<file path="src/rtl/lumos_mem_pkg.sv">
// Shared encodings for the LumosRV data-memory access path: store sizes,
// load types, controller states and the alignment rule.
package lumos_mem_pkg;

  localparam logic [1:0] SZ_NONE = 2'b00;
  localparam logic [1:0] SZ_SB   = 2'b01;
  localparam logic [1:0] SZ_SH   = 2'b10;
  localparam logic [1:0] SZ_SW   = 2'b11;

  localparam logic [2:0] LD_LW  = 3'b000;
  localparam logic [2:0] LD_LB  = 3'b001;
  localparam logic [2:0] LD_LH  = 3'b010;
  localparam logic [2:0] LD_LBU = 3'b011;
  localparam logic [2:0] LD_LHU = 3'b100;

  localparam logic [1:0] ST_IDLE = 2'd0;
  localparam logic [1:0] ST_REQ  = 2'd1;
  localparam logic [1:0] ST_RSP  = 2'd2;
  localparam logic [1:0] ST_DONE = 2'd3;

  // A store size overrides the load type; unknown load types align like lw.
  function automatic logic is_misaligned(input logic [1:0] size,
                                         input logic [2:0] ld,
                                         input logic [1:0] lo);
    logic mis;
    mis = 1'b0;
    if (size == SZ_SW) begin
      mis = (lo != 2'b00);
    end else if (size == SZ_SH) begin
      mis = lo[0];
    end else if (size == SZ_NONE) begin
      if (ld == LD_LH || ld == LD_LHU) begin
        mis = lo[0];
      end else if (ld == LD_LB || ld == LD_LBU) begin
        mis = 1'b0;
      end else begin
        mis = (lo != 2'b00);
      end
    end
    return mis;
  endfunction

endpackage

</file>
<file path="src/rtl/mem_access_ctrl_load_extend.sv">
// Selects the addressed byte/half of a read word and sign- or zero-extends it.
module load_extend
  import lumos_mem_pkg::*;
(
  input  logic [1:0]  addr_lo,
  input  logic [2:0]  mem_read,
  input  logic [31:0] rsp_rdata,
  output logic [31:0] ext_data
);

  logic [31:0] shifted;

  always_comb begin
    shifted = rsp_rdata >> {addr_lo, 3'b000};
    case (mem_read)
      LD_LB:   ext_data = {{24{shifted[7]}}, shifted[7:0]};
      LD_LH:   ext_data = {{16{shifted[15]}}, shifted[15:0]};
      LD_LBU:  ext_data = {24'd0, shifted[7:0]};
      LD_LHU:  ext_data = {16'd0, shifted[15:0]};
      default: ext_data = shifted;
    endcase
  end

endmodule

</file>
<file path="src/rtl/mem_access_ctrl.sv">
// Sequences one data-memory load or store over a valid/ready port, stalling
// the core until the access completes or errors.
module mem_access_ctrl
  import lumos_mem_pkg::*;
#(
  parameter int unsigned TIMEOUT = 16
) (
  input  logic        clk,
  input  logic        rst,
  input  logic        start,
  input  logic [1:0]  mem_write,
  input  logic        mem_load,
  input  logic [2:0]  mem_read,
  input  logic [31:0] addr,
  input  logic [31:0] wdata,
  output logic        stall,
  output logic        done,
  output logic        err,
  output logic [31:0] load_data,
  output logic        bus_valid,
  input  logic        bus_ready,
  output logic        bus_we,
  output logic [31:0] bus_addr,
  output logic [3:0]  bus_be,
  output logic [31:0] bus_wdata,
  input  logic        rsp_valid,
  input  logic [31:0] rsp_rdata
);

  localparam logic [7:0] TO_LAST = 8'(TIMEOUT - 1);

  logic [1:0]  state_q, state_d;
  logic [7:0]  cnt_q, cnt_d;
  logic [1:0]  addr_lo_q, addr_lo_d;
  logic [2:0]  rd_q, rd_d;
  logic        write_q, write_d;
  logic        done_q, done_d;
  logic        err_q, err_d;
  logic [31:0] load_data_q, load_data_d;
  logic        bus_valid_q, bus_valid_d;
  logic        bus_we_q, bus_we_d;
  logic [31:0] bus_addr_q, bus_addr_d;
  logic [3:0]  bus_be_q, bus_be_d;
  logic [31:0] bus_wdata_q, bus_wdata_d;

  logic        access;
  logic        misal;
  logic [31:0] ext_data;

  assign access = (mem_write != SZ_NONE) || mem_load;
  assign misal  = is_misaligned(mem_write, mem_read, addr[1:0]);

  load_extend u_load_extend (
    .addr_lo   (addr_lo_q),
    .mem_read  (rd_q),
    .rsp_rdata (rsp_rdata),
    .ext_data  (ext_data)
  );

  always_comb begin
    state_d     = state_q;
    cnt_d       = cnt_q;
    addr_lo_d   = addr_lo_q;
    rd_d        = rd_q;
    write_d     = write_q;
    done_d      = 1'b0;
    err_d       = 1'b0;
    load_data_d = load_data_q;
    bus_valid_d = bus_valid_q;
    bus_we_d    = bus_we_q;
    bus_addr_d  = bus_addr_q;
    bus_be_d    = bus_be_q;
    bus_wdata_d = bus_wdata_q;
    case (state_q)
      ST_IDLE: begin
        if (start && access) begin
          addr_lo_d = addr[1:0];
          rd_d      = mem_read;
          write_d   = (mem_write != SZ_NONE);
          if (misal) begin
            state_d     = ST_DONE;
            done_d      = 1'b1;
            err_d       = 1'b1;
            load_data_d = '0;
          end else begin
            state_d     = ST_REQ;
            bus_valid_d = 1'b1;
            bus_we_d    = (mem_write != SZ_NONE);
            bus_addr_d  = {addr[31:2], 2'b00};
            case (mem_write)
              SZ_SB: begin
                bus_be_d    = 4'b0001 << addr[1:0];
                bus_wdata_d = {4{wdata[7:0]}};
              end
              SZ_SH: begin
                bus_be_d    = addr[1] ? 4'b1100 : 4'b0011;
                bus_wdata_d = {2{wdata[15:0]}};
              end
              SZ_SW: begin
                bus_be_d    = 4'b1111;
                bus_wdata_d = wdata;
              end
              default: begin
                bus_be_d    = 4'b1111;
                bus_wdata_d = '0;
              end
            endcase
          end
        end
      end
      ST_REQ: begin
        if (bus_ready) begin
          bus_valid_d = 1'b0;
          if (write_q) begin
            state_d = ST_DONE;
            done_d  = 1'b1;
          end else begin
            state_d = ST_RSP;
            cnt_d   = '0;
          end
        end
      end
      ST_RSP: begin
        // A response on the expiry cycle still wins over the timeout.
        if (rsp_valid) begin
          state_d     = ST_DONE;
          done_d      = 1'b1;
          load_data_d = ext_data;
        end else if (cnt_q == TO_LAST) begin
          state_d     = ST_DONE;
          done_d      = 1'b1;
          err_d       = 1'b1;
          load_data_d = '0;
        end else begin
          cnt_d = cnt_q + 8'd1;
        end
      end
      default: state_d = ST_IDLE;
    endcase
  end

  always_ff @(posedge clk) begin
    if (rst) begin
      state_q     <= ST_IDLE;
      cnt_q       <= '0;
      addr_lo_q   <= '0;
      rd_q        <= '0;
      write_q     <= 1'b0;
      done_q      <= 1'b0;
      err_q       <= 1'b0;
      load_data_q <= '0;
      bus_valid_q <= 1'b0;
      bus_we_q    <= 1'b0;
      bus_addr_q  <= '0;
      bus_be_q    <= '0;
      bus_wdata_q <= '0;
    end else begin
      state_q     <= state_d;
      cnt_q       <= cnt_d;
      addr_lo_q   <= addr_lo_d;
      rd_q        <= rd_d;
      write_q     <= write_d;
      done_q      <= done_d;
      err_q       <= err_d;
      load_data_q <= load_data_d;
      bus_valid_q <= bus_valid_d;
      bus_we_q    <= bus_we_d;
      bus_addr_q  <= bus_addr_d;
      bus_be_q    <= bus_be_d;
      bus_wdata_q <= bus_wdata_d;
    end
  end

  // The core advances on the done cycle, so DONE itself does not stall.
  assign stall = ((state_q == ST_IDLE) && start && access) ||
                 (state_q == ST_REQ) || (state_q == ST_RSP);

  assign done      = done_q;
  assign err       = err_q;
  assign load_data = load_data_q;
  assign bus_valid = bus_valid_q;
  assign bus_we    = bus_we_q;
  assign bus_addr  = bus_addr_q;
  assign bus_be    = bus_be_q;
  assign bus_wdata = bus_wdata_q;

endmodule

</file>
<file path="config.mk">
export PLATFORM = sky130hd
export DESIGN_NAME = mem_access_ctrl
export DESIGN_NICKNAME = d
export VERILOG_FILES = /design/src/rtl/lumos_mem_pkg.sv /design/src/rtl/mem_access_ctrl_load_extend.sv /design/src/rtl/mem_access_ctrl.sv
export SDC_FILE = /design/constraint.sdc
export NUM_CORES = 1
export LEC_CHECK = 0
export ABC_AREA = 1
export CORE_UTILIZATION = 50
export DETAILED_ROUTE_END_ITERATION = 16
export PLACE_DENSITY = 0.87
export SYNTH_ARGS = -nofsm -noshare
export SYNTH_HDL_FRONTEND = slang
export SYNTH_SLANG_ARGS = --single-unit
</file>
<file path="constraint.sdc">
create_clock -name clk -period 4.2 [get_ports clk]
set_input_delay 0.84 -clock clk [delete_from_list [all_inputs] [get_ports clk]]
set_output_delay 0.84 -clock clk [all_outputs]
set_load 0.005 [all_outputs]
</file>
Yosys cells after proc, flatten, opt, wreduce, memory -nomap -nowiden
Index checks and enable logic that the tools add are counted.

word-level totals
  flip-flop bits (word level) = 118
  input bits = 107
  output and inout bits = 105
  word-level logic and storage cells = 99

cells by class
  $add $sub $neg = 1
  equality and inequality tests = 22
  shift-type cells = 2
  mux-type cells = 39
  bitwise gates (word level) = 1
  reductions and logical operators = 21

operators with widths
  operator                                             count
  two-way mux 32 bit                                   4
  case mux 32 bit (4 select lines)                     1
  case mux 32 bit (3 select lines)                     1
  case mux 32 bit (2 select lines)                     1
  two-way mux 8 bit                                    4
  right shift 32 x 5 -> 32 bit                         1
  two-way mux 1 bit                                    16
  case mux 8 bit (2 select lines)                      1
  inequality test 2 bit, second input constant         7
  equality test 3 x 2 -> 1 bit, second input constant  4
  two-way mux 2 bit                                    5
  nonzero test 2 bit                                   5
  adder 8 x 1 -> 8 bit, second input constant          1
  equality test 8 x 4 -> 1 bit, second input constant  1
  case mux 4 bit (2 select lines)                      1
  AND reduction 4 bit                                  2
  equality test 2 bit, second input constant           3
  equality test 3 x 1 -> 1 bit, second input constant  2
  equality test 3 bit, second input constant           2
  case mux 2 bit (3 select lines)                      1
  AND reduction 3 bit                                  2
  logical OR 1 bit                                     5
  AND reduction 5 bit                                  1
  equality test 2 x 1 -> 1 bit, second input constant  2
  9 further kinds                                      13

Logic depth before layout (Yosys ltp)
Gate-level depths: netlist (run 1).

  depth after elaboration = 10
  gate-level depth with buffers = 13
  gate-level depth less buffers = 11

Cells and area by module
A second synthesis (run 1) with hierarchy kept.

second synthesis, totals
  cell total of the unflattened synthesis = 956
  area, all modules = 6,322.3 sq um

modules (own cells, without submodules)
  module           times used  cells an instance  area an instance (sq um)  seq. area each (sq um)
  mem_access_ctrl  1           782                5,386.4                   2,362.3
  load_extend      1           174                935.9                     0.0

Least setup slack after synthesis (run 1)
No wires, ideal clock.

  kind = input port to output port
  start = input mem_write[1]
  end = output stall
  data arrival time = 1.787 ns
  required time = 3.360 ns
  slack = 1.573 ns
  cell stages on the path = 6
  buffers on the path = 1
  cells stage by stage = clkbuf_1 inv_1 ha_1 inv_1 o21ai_4 o21ai_0

between the ends
  word-level cells in the longest chain between the ends = 5

ends and longest elaborated chain
  item                RTL line                source
  start: declaration  mem_access_ctrl.sv:11   input logic [1:0] mem_write,
  nonzero test 2 bit  mem_access_ctrl.sv:50   assign access = (mem_write != SZ_NONE) || mem_load;
  logical OR 1 bit    mem_access_ctrl.sv:50
  logical AND 1 bit   mem_access_ctrl.sv:175  assign stall = ((state_q == ST_IDLE) && start && access) ||
  logical OR 1 bit    mem_access_ctrl.sv:175
  logical OR 1 bit    mem_access_ctrl.sv:176  (state_q == ST_REQ) || (state_q == ST_RSP);
  end: declaration    mem_access_ctrl.sv:16   output logic stall,

Every way passes these cells.

Final worst setup path (run 1)
Ends and elaborated chain as after synthesis.

==> results of run 1 <==
critical path: stages:
cell and delay [ns]:
clkdlybuf4s50_1 0.53, inv_1 0.11, ha_1 0.23, inv_1 0.13, o21ai_4 0.10, o21ai_0 0.26, clkdlybuf4s50_1 0.57
routing by layer:
metal	up-vias	part of all wire
li1	3464	-
met1	3053	0.40
met2	285	0.49
met3	41	0.084
met4	0	0.025
met5	-	0
power by group through the flow:
| stage | sequential (mW) | clock, mW | combinational [mW] |
|---|---|---|---|
| 2_1_floorplan | 1.61 | 0 | 1.49 |
| 3_3_place_gp | 1.63 | 0 | 2.29 |
| 3_5_place_dp | 1.64 | 0 | 2.34 |
| 4_1_cts | 1.63 | 1.42 | 2.36 |
| 5_1_grt | 1.66 | 1.48 | 2.64 |
| 6_report | 1.63 | 1.41 | 2.36 |
Yosys cell counts, types with 2 or more instances:
cell type,instances,share of area
nor2_1,118,0.070
nand3_4,2,0.0055
nand3_1,80,0.063
o21ai_0,29,0.023
buf_1,2,0.0012
nand3_2,2,0.0032
dfxtp_1,118,0.37
nand4_1,2,0.0020
inv_2,7,0.0042
or2_2,9,0.0089
inv_1,70,0.042
a21oi_1,103,0.082
nor3_1,4,0.0032
buf_2,22,0.017
and3_1,2,0.0020
a31o_2,5,0.0069
o31ai_1,5,0.0059
ha_1,10,0.020
o21ai_1,3,0.0024
nand2_4,3,0.0053
nand2_1,337,0.20
clkbuf_1,21,0.012
buf_6,9,0.016
buf_4,6,0.0071
nor2_4,2,0.0036
worst paths after layout:
path / cells after the start / end / from
max: 7 / stall / mem_write[1]
max reg2reg: 9 / load_data[17] / addr_lo_q[0]
min: 1 / cnt_q[7] / cnt_q[7]
min reg2reg: 1 / cnt_q[7] / cnt_q[7]
final cells by class:
| type | count | area, µm² |
|---|---|---|
| diodes | 1 | 2.502 |
| clock buffers | 21 | 470.5 |
| clock inverters | 9 | 101.3 |
| fillers | 987 | 3231 |
| inverters | 79 | 299.0 |
| multi-input cells | 729 | 3333 |
| flip-flops and latches | 118 | 2362 |
| well taps | 168 | 210.2 |
| repair buffers | 216 | 2152 |
sequential cells by signal, summed over array words and instances, names as in the netlist:
name       count
done           1
bus_we         1
rd_q           3
state_q        2
bus_be         4
cnt_q          8
err            1
write_q        1
bus_addr      30
bus_valid      1
bus_wdata     32
load_data     32
addr_lo_q      2
cells by family (layout without fill, tap and decap cells):
family,count (synthesis),in the layout,share of synthesized area
buffers and inverters,139,325,0.1015
AND/OR/NAND/NOR,566,566,0.3757
other,1,3,0.0005929
XOR/XNOR,1,1,0.001385
AO/OA/AOI/OAI,150,150,0.1276
adder cells (fa/ha/maj),10,10,0.01978
flip-flops,118,118,0.3735
cells in the final DEF (no fill, tap or decap), types with 4 or more instances in the layout:
cell type,instances
inv_1,70
clkdlybuf4s50_1,208
dfxtp_1,118
nor3_1,4
nor2_1,118
ha_1,10
o31ai_1,5
inv_2,7
clkbuf_16,17
clkinv_2,5
nand2_1,337
or2_2,9
o21ai_0,29
nand3_1,80
buf_4,6
a31o_2,5
a21oi_1,103
==> impl_metrics.ini, run 1 <==
[power_and_ir_drop]
p_leak_nw = 3.865
seqPwrFrac = 0.302
switchingPower_mw = 1.986
swShare = 0.3676
clkPwrFrac = 0.261
power_mw = 5.403
intPower_mw = 3.417
peakVddDrop_mv = 0.3310
combPwrFrac = 0.437
powerDensity_mw_per_mm2 = 605.0

[worst_setup_path]
cp-end-kind = primary output
crit_arrival_ns = 2.78
path_class = input port to primary output
startpoint_type = input port
critPathRequiredTime_ns = 3.36
critPathMaxFanout = 5
rrSetupSlack_ns = 1.69

[finish]
area_growth_pct = 41.21
final_cells = 1341
drive_gt1_frac = 0.06314
final_util = 0.7344
fin_area_mm2 = 0.008931
fin_nets = 1278

[global_route]
met1_usage = 0.3373
busiest_layer = met2
grt_usage = 0.2862
grt_max_degree = 63
grt_pass1_wl_um = 29310
overflow = 0
grtUsageMet2 = 0.4844
grt_use_met3 = 0.08947
grt_pass1_vias = 6188
grt_antenna_before_repair = 1

[synthesis]
synthArstFlopShare = 0
ys_seq_area_frac = 0.3735
avgSynthCellArea_um2 = 6.421
syn_inst = 985
synth_ff_type = dfxtp_1
synth-warning-count = 0
synth_edf_count = 0
ys_types = 39
synth_area_mm2 = 0.006325
synth_seq_cells = 118

[floorplanning]
die_area_mm2 = 0.01310
start_util = 0.5201
fp-row-count = 40
die_h_um = 114.5
die_w_um = 114.5
ios = 212
core_mm2 = 0.01216

[clock_tree]
numCtsBuffers = 17
clockBufferDepth = 2
clock-sinks = 118
root_buffer = clkbuf_16
cts_resized = 0
postCtsSetupRepairBufs = 0
cts_tree = done
cts_hold_buf = 0
h-tree-depth = 4
clk_latency_ns = 0.42
clk_pin_slew_worst_paths_ns = 0.05

[sta]
slew_violations = 0
fin_crit_ns = 3.621
hold_viol = 0
setup_viol = 0
grt_setup_unrepaired = false
min_period_over_period = 0.8622
fin_skew_ns = 0.007300
timing.fmax_ghz = 0.2762
holdWs_ns = 0.4520
tns_ns = 0
max_slew_margin = 0.4392
fin_ws_ns = 0.5789
worst_pin_slew_ns = 0.8403

[place]
dp_cells = 1310
placed_cell_area_mm2 = 0.008357
dp_hpwl_um = 12890
dp_slack_ns = 0.6219
port_buffers = 209
gp_congestion = 0.9147

[detailed_routing]
vias_per_cell = 5.103
drt-total-wl_um = 18560
postRouteAntennaNets = 0
route.vias.total = 6843
drtPass1Iterations = 5
drtIter0Drc = 462
wl_per_cell_um = 13.84
drc_errors = 0

[min_path]
hold_path.class = flip-flop to flip-flop

[run]
maxCapViolCount = 0

[outcome]
outcome = complete, no violations
No activity file was read; power rests on OpenSTA's default activity.
==> run 2, diff against run 1 <==
SYNTH_HIERARCHICAL = 1   (was unset)
==> run 2 against run 1 <==
Clock power increased by 4%. Sequential power decreased by 3%. Cell count down 2.0%. Highest routed layer unchanged.
==> impl_metrics.ini, run 2 <==
[outcome]
outcome = complete, no violations

[detailed_routing]
route.vias.total = 6758
drtPass1Iterations = 5
drtIter0Drc = 491
postRouteAntennaNets = 0
vias_per_cell = 5.143
drt-total-wl_um = 18110
drc_errors = 0
wl_per_cell_um = 13.78

[global_route]
grt_pass1_wl_um = 28900
grt_usage = 0.2799
grt_max_degree = 73
grt_antenna_before_repair = 0
overflow = 0
grt_pass1_vias = 6121

[min_path]
whs_endpoint = bus_addr[13]
whs_path_depth = 2
hold_path.class = flip-flop to flip-flop
worstHoldStart = bus_addr[13]

[worst_setup_path]
crit_arrival_ns = 2.86
rrSetupSlack_ns = 1.95
rr_endpoint = cnt_q[7]
path_class = input port to primary output
critPathMaxFanout = 8
startpoint = mem_write[1]
worstRegToRegCells = 11
regToRegStartpoint = state_q[0]
cp-end-kind = primary output
critPathRequiredTime_ns = 3.36
worst_path_largest_cell_delay_ns = 0.63
path_cells = clkdlybuf4s50_1 -> inv_1 -> ha_1 -> inv_1 -> o21ai_4 -> o21ai_0 -> clkdlybuf4s50_1
startpoint_type = input port
slowest_stage = clkdlybuf4s50_1

[finish]
drive_gt1_frac = 0.05846
area_growth_pct = 40.99
num_antenna_cells = 0
fin_area_mm2 = 0.008914
layout_commonest_cell = nand2_1
final_util = 0.7329
fin_nets = 1250
final_cell_mix = nand2_1 (330), clkdlybuf4s50_1 (208), a21oi_1 (135)

[floorplanning]
die_h_um = 114.5
ios = 212
start_util = 0.5199
fp-row-count = 40
core_mm2 = 0.01216
die_area_mm2 = 0.01310
die_w_um = 114.5

[place]
port_buffers = 209
placed_cell_area_mm2 = 0.008300
dp_slack_ns = 0.5431
gp_congestion = 0.8672
dp_hpwl_um = 12460

[synthesis]
yosysMostFrequentCell = nand2_1
ys_types = 41
synth_area_leaders = dfxtp_1 (37%), nand2_1 (20%), a21oi_1 (11%), inv_1 (5.1%), nor2_1 (4.3%)
synth_top_area_frac = 0.3736
synth_edf_count = 0
synth_ff_type = dfxtp_1
avgSynthCellArea_um2 = 6.613
synth_fa_ha_area_frac = 0.01979
synth-warning-count = 6
syn_inst = 956
synthTopCellsByCount = nand2_1 (330), a21oi_1 (135), dfxtp_1 (118)
synth_area_mm2 = 0.006322
synth_seq_cells = 118
synth_xor_xnor_area_share = 0.004156
synth_compound_area_frac = 0.1530
synth.area.mux_share = 0
yosysTopAreaCell = dfxtp_1
synthArstFlopShare = 0
ys_seq_area_frac = 0.3736
synth_top_family_by_area = simple AND/OR/NAND/NOR gates
yosys.area_share.simple = 0.3267

[sta]
tns_ns = 0
max_slew_margin = 0.4796
grt_setup_unrepaired = false
timing.fmax_ghz = 0.2704
worst_pin_slew_ns = 0.7806
fin_crit_ns = 3.699
min_period_over_period = 0.8807
hold_viol = 0
slew_violations = 0
fin_ws_ns = 0.5011
setup_viol = 0
fin_skew_ns = 0.006176

[clock_tree]
postCtsSetupRepairBufs = 0
clk_pin_slew_worst_paths_ns = 0.05
root_buffer = clkbuf_16
h-tree-depth = 4
clk_latency_ns = 0.42
clockBufferDepth = 2
clock-sinks = 118
cts_resized = 0
numCtsBuffers = 17
cts_hold_buf = 0
cts_tree = done

[power_and_ir_drop]
p_leak_nw = 3.888
power_mw = 5.329
peakVddDrop_mv = 0.4635
powerDensity_mw_per_mm2 = 597.8

[run]
maxCapViolCount = 0
-- run 2: cell types whose count changed after synthesis, moves of 7 or more --
cell,delta
nor2_1,-46
a21oi_1,+32
nand3_1,-32
inv_1,+16
nand4_1,+16
buf_6,+8
buf_2,-7
nand2_1,-7
o211ai_1,+7
or2_2,-7
-- run 2: critical path: cells and delay by family --
family                     cells  cell delay, ns
AOI/OAI and AO/OA              2            0.30
buffers and inverters          4            1.48
adders and majority gates      1            0.23
-- run 2: kinds of logic (layout without fill, tap and decap cells) --
family | count (synthesis) | in the layout
buffers and inverters | 154 | 343
AND/OR/NAND/NOR | 490 | 490
flip-flops | 118 | 118
adder cells (fa/ha/maj) | 10 | 10
other | 1 | 2
AO/OA/AOI/OAI | 180 | 180
XOR/XNOR | 3 | 3
-- run 2: final cells by class --
| cell class | count | area [µm²] |
|---|---|---|
| clock inverters | 10 | 118.9 |
| repair buffers | 217 | 2172 |
| clock buffers | 22 | 494.2 |
| fillers | 984 | 3248 |
| flip-flops and latches | 118 | 2362 |
| inverters | 94 | 355.3 |
| well taps | 168 | 210.2 |
| multi-input cells | 685 | 3201 |
-- run 2: per-layer routing --
metal,track usage,part of all wire,up-vias
li1,-,-,3402
met4,0.1316,0.027,0
met3,0.07147,0.066,39
met5,0,0,-
met2,0.4840,0.49,226
met1,0.3234,0.41,3091
-- run 2: power by group --
group | internal [mW] | switching (mW) | total, mW
logic | 1.04 | 1.24 | 2.27
registers | 1.41 | 0.176 | 1.58
clock network | 0.953 | 0.521 | 1.47
-- run 2: through the flow --
stage	hold WS [ns]	std cells
6_report	0.4615	1314
5_1_grt	0.4761	1314
4_1_cts	0.4627	1314
3_5_place_dp	0.4545	1282
3_3_place_gp	0.4501	1282
2_1_floorplan	0.4554	957
-- run 2: worst max-delay path by stage --
stage | endpoint | depth (start not counted)
after floorplan | stall | 5
after global placement | stall | 7
after detailed placement | stall | 7
after CTS | stall | 7
after global routing | stall | 7
final | stall | 7
==> run 3, diff against run 2 <==
CORE_UTILIZATION = 40   (was 50)
PLACE_DENSITY = 0.72   (was 0.87)
==> run 3 against run 2 <==
First-iteration DRC count shrank 21%. Global-route usage shrank 5.2 points. Critical endpoint unchanged. Largest cell class unchanged. Clock power grew 5%. Sequential power is essentially flat. Clock skew grew 0.0018 ns. Hold slack gained 0.00074 ns. Critical path depth is the same. Flip-flop and latch count is the same. Cell area grew 0.81%. Sequential share of layout area shrank 0.21 points. Worst setup slack gained 0.14 ns.
==> impl_metrics.ini, run 3 (same netlist as run 2, synthesis figures left out) <==
[global_route]
overflow = 0
grt_usage = 0.2282
grt_pass1_wl_um = 29400
grt_pass1_vias = 5968
grt_max_degree = 73
grt_antenna_before_repair = 0

[floorplanning]
die_w_um = 127.7
fp-row-count = 45
ios = 212
die_h_um = 127.7
die_area_mm2 = 0.01631
core_mm2 = 0.01531
start_util = 0.4128

[detailed_routing]
vias_per_cell = 4.805
drtPass1Iterations = 5
postRouteAntennaNets = 0
drc_errors = 0
route.vias.total = 6525
drtIter0Drc = 388
drt-total-wl_um = 18100
wl_per_cell_um = 13.33

[worst_setup_path]
cp-end-kind = primary output
critPathRequiredTime_ns = 3.36
crit_buf_inv = 4
critPathMaxFanout = 5
path_class = input port to primary output
path_cells = clkdlybuf4s50_1 -> inv_1 -> ha_1 -> inv_1 -> o21ai_4 -> o21ai_0 -> clkdlybuf4s50_1
slowest_stage = clkdlybuf4s50_1
worst_path_largest_cell_delay_ns = 0.56
startpoint_type = input port
path_delay_family = buffers and inverters
crit_arrival_ns = 2.72

[clock_tree]
h-tree-depth = 4
root_buffer = clkbuf_16
clock-sinks = 118
cts_resized = 0
clk_pin_slew_worst_paths_ns = 0.06
cts_tree = done
clk_latency_ns = 0.42
numCtsBuffers = 17
postCtsSetupRepairBufs = 0
cts_hold_buf = 0
clockBufferDepth = 2

[finish]
num_antenna_cells = 0
multiInputGateArea_mm2 = 0.003201
fin_nets = 1251
layout_commonest_cell = nand2_1
final_cells = 1358
drive_gt1_frac = 0.05841
final.fill_count = 1494
layout.area.seq_mm2 = 0.002362
final_cell_mix = nand2_1 (330), clkdlybuf4s50_1 (208), a21oi_1 (135)
area_growth_pct = 42.13

[sta]
worst_pin_slew_ns = 0.8054
fin_crit_ns = 3.559
grt_setup_unrepaired = false
tns_ns = 0
fin_skew_ns = 0.007935
setup_viol = 0
min_period_over_period = 0.8473
hold_viol = 0
max_slew_margin = 0.4631
timing.fmax_ghz = 0.2810
slew_violations = 0

[power_and_ir_drop]
peakVddDrop_mv = 0.3440
powerDensity_mw_per_mm2 = 597.2
p_leak_nw = 3.900

[place]
port_buffers = 209
gp_congestion = 0.8480
dp_cells = 1326
dp_hpwl_um = 12550

[min_path]
hold_path.class = flip-flop to flip-flop

[run]
maxCapViolCount = 0

[outcome]
outcome = complete, no violations
## run 3: worst register-to-register path: cells and delay by family (launching register included)
kind | cells | cell delay [ns]
simple gates | 4 | 1.07
buf+inv | 1 | 0.40
flops | 1 | 0.63
compound gates | 1 | 0.08
## run 3: worst paths after layout
path                 from            end  slack, ns  cells after the start
max          mem_write[1]          stall       0.64                      7
min          bus_addr[13]   bus_addr[13]       0.46                      2
max reg2reg  addr_lo_q[1]  load_data[22]       1.94                      6
min reg2reg  bus_addr[13]   bus_addr[13]       0.46                      2
## run 3: metrics by stage
step                power (mW)  cell area (µm²)  hold slack [ns]    util  setup WS (ns)
floorplan                3.045             6326           0.4554       -          1.845
global placement         3.829             8362           0.4510  0.5460         0.6307
detailed placement       3.847             8362           0.4541  0.5460         0.6289
CTS                      5.408             8986           0.4631  0.5868         0.6026
global route             5.786             8986           0.4838  0.5868         0.5486
finish                   5.367             8986           0.4622  0.5868         0.6412
## run 3: area by class of cell
cell class,count,share of cell area
sequential,118,0.2629
multi-input combinational,685,0.3562
clock inverter,12,0.01866
clock buffer,20,0.05082
timing repair buffer,218,0.2426
inverter,94,0.03954
tap,211,0.02938
## run 3: per-layer routing
layer  up-vias  wire length, µm  GRT usage
li1       3413                -          -
met1      2877             8078     0.2900
met2       203             8651     0.3808
met3        32              961    0.04508
met4         0              410    0.08858
met5         -                0          0
## run 3: where the power goes
part / internal (mW) / switching (mW) / total [mW]
clock: 0.976 / 0.563 / 1.54
combinational: 1.04 / 1.21 / 2.24
sequential: 1.41 / 0.181 / 1.59
total: 3.42 / 1.95 / 5.37
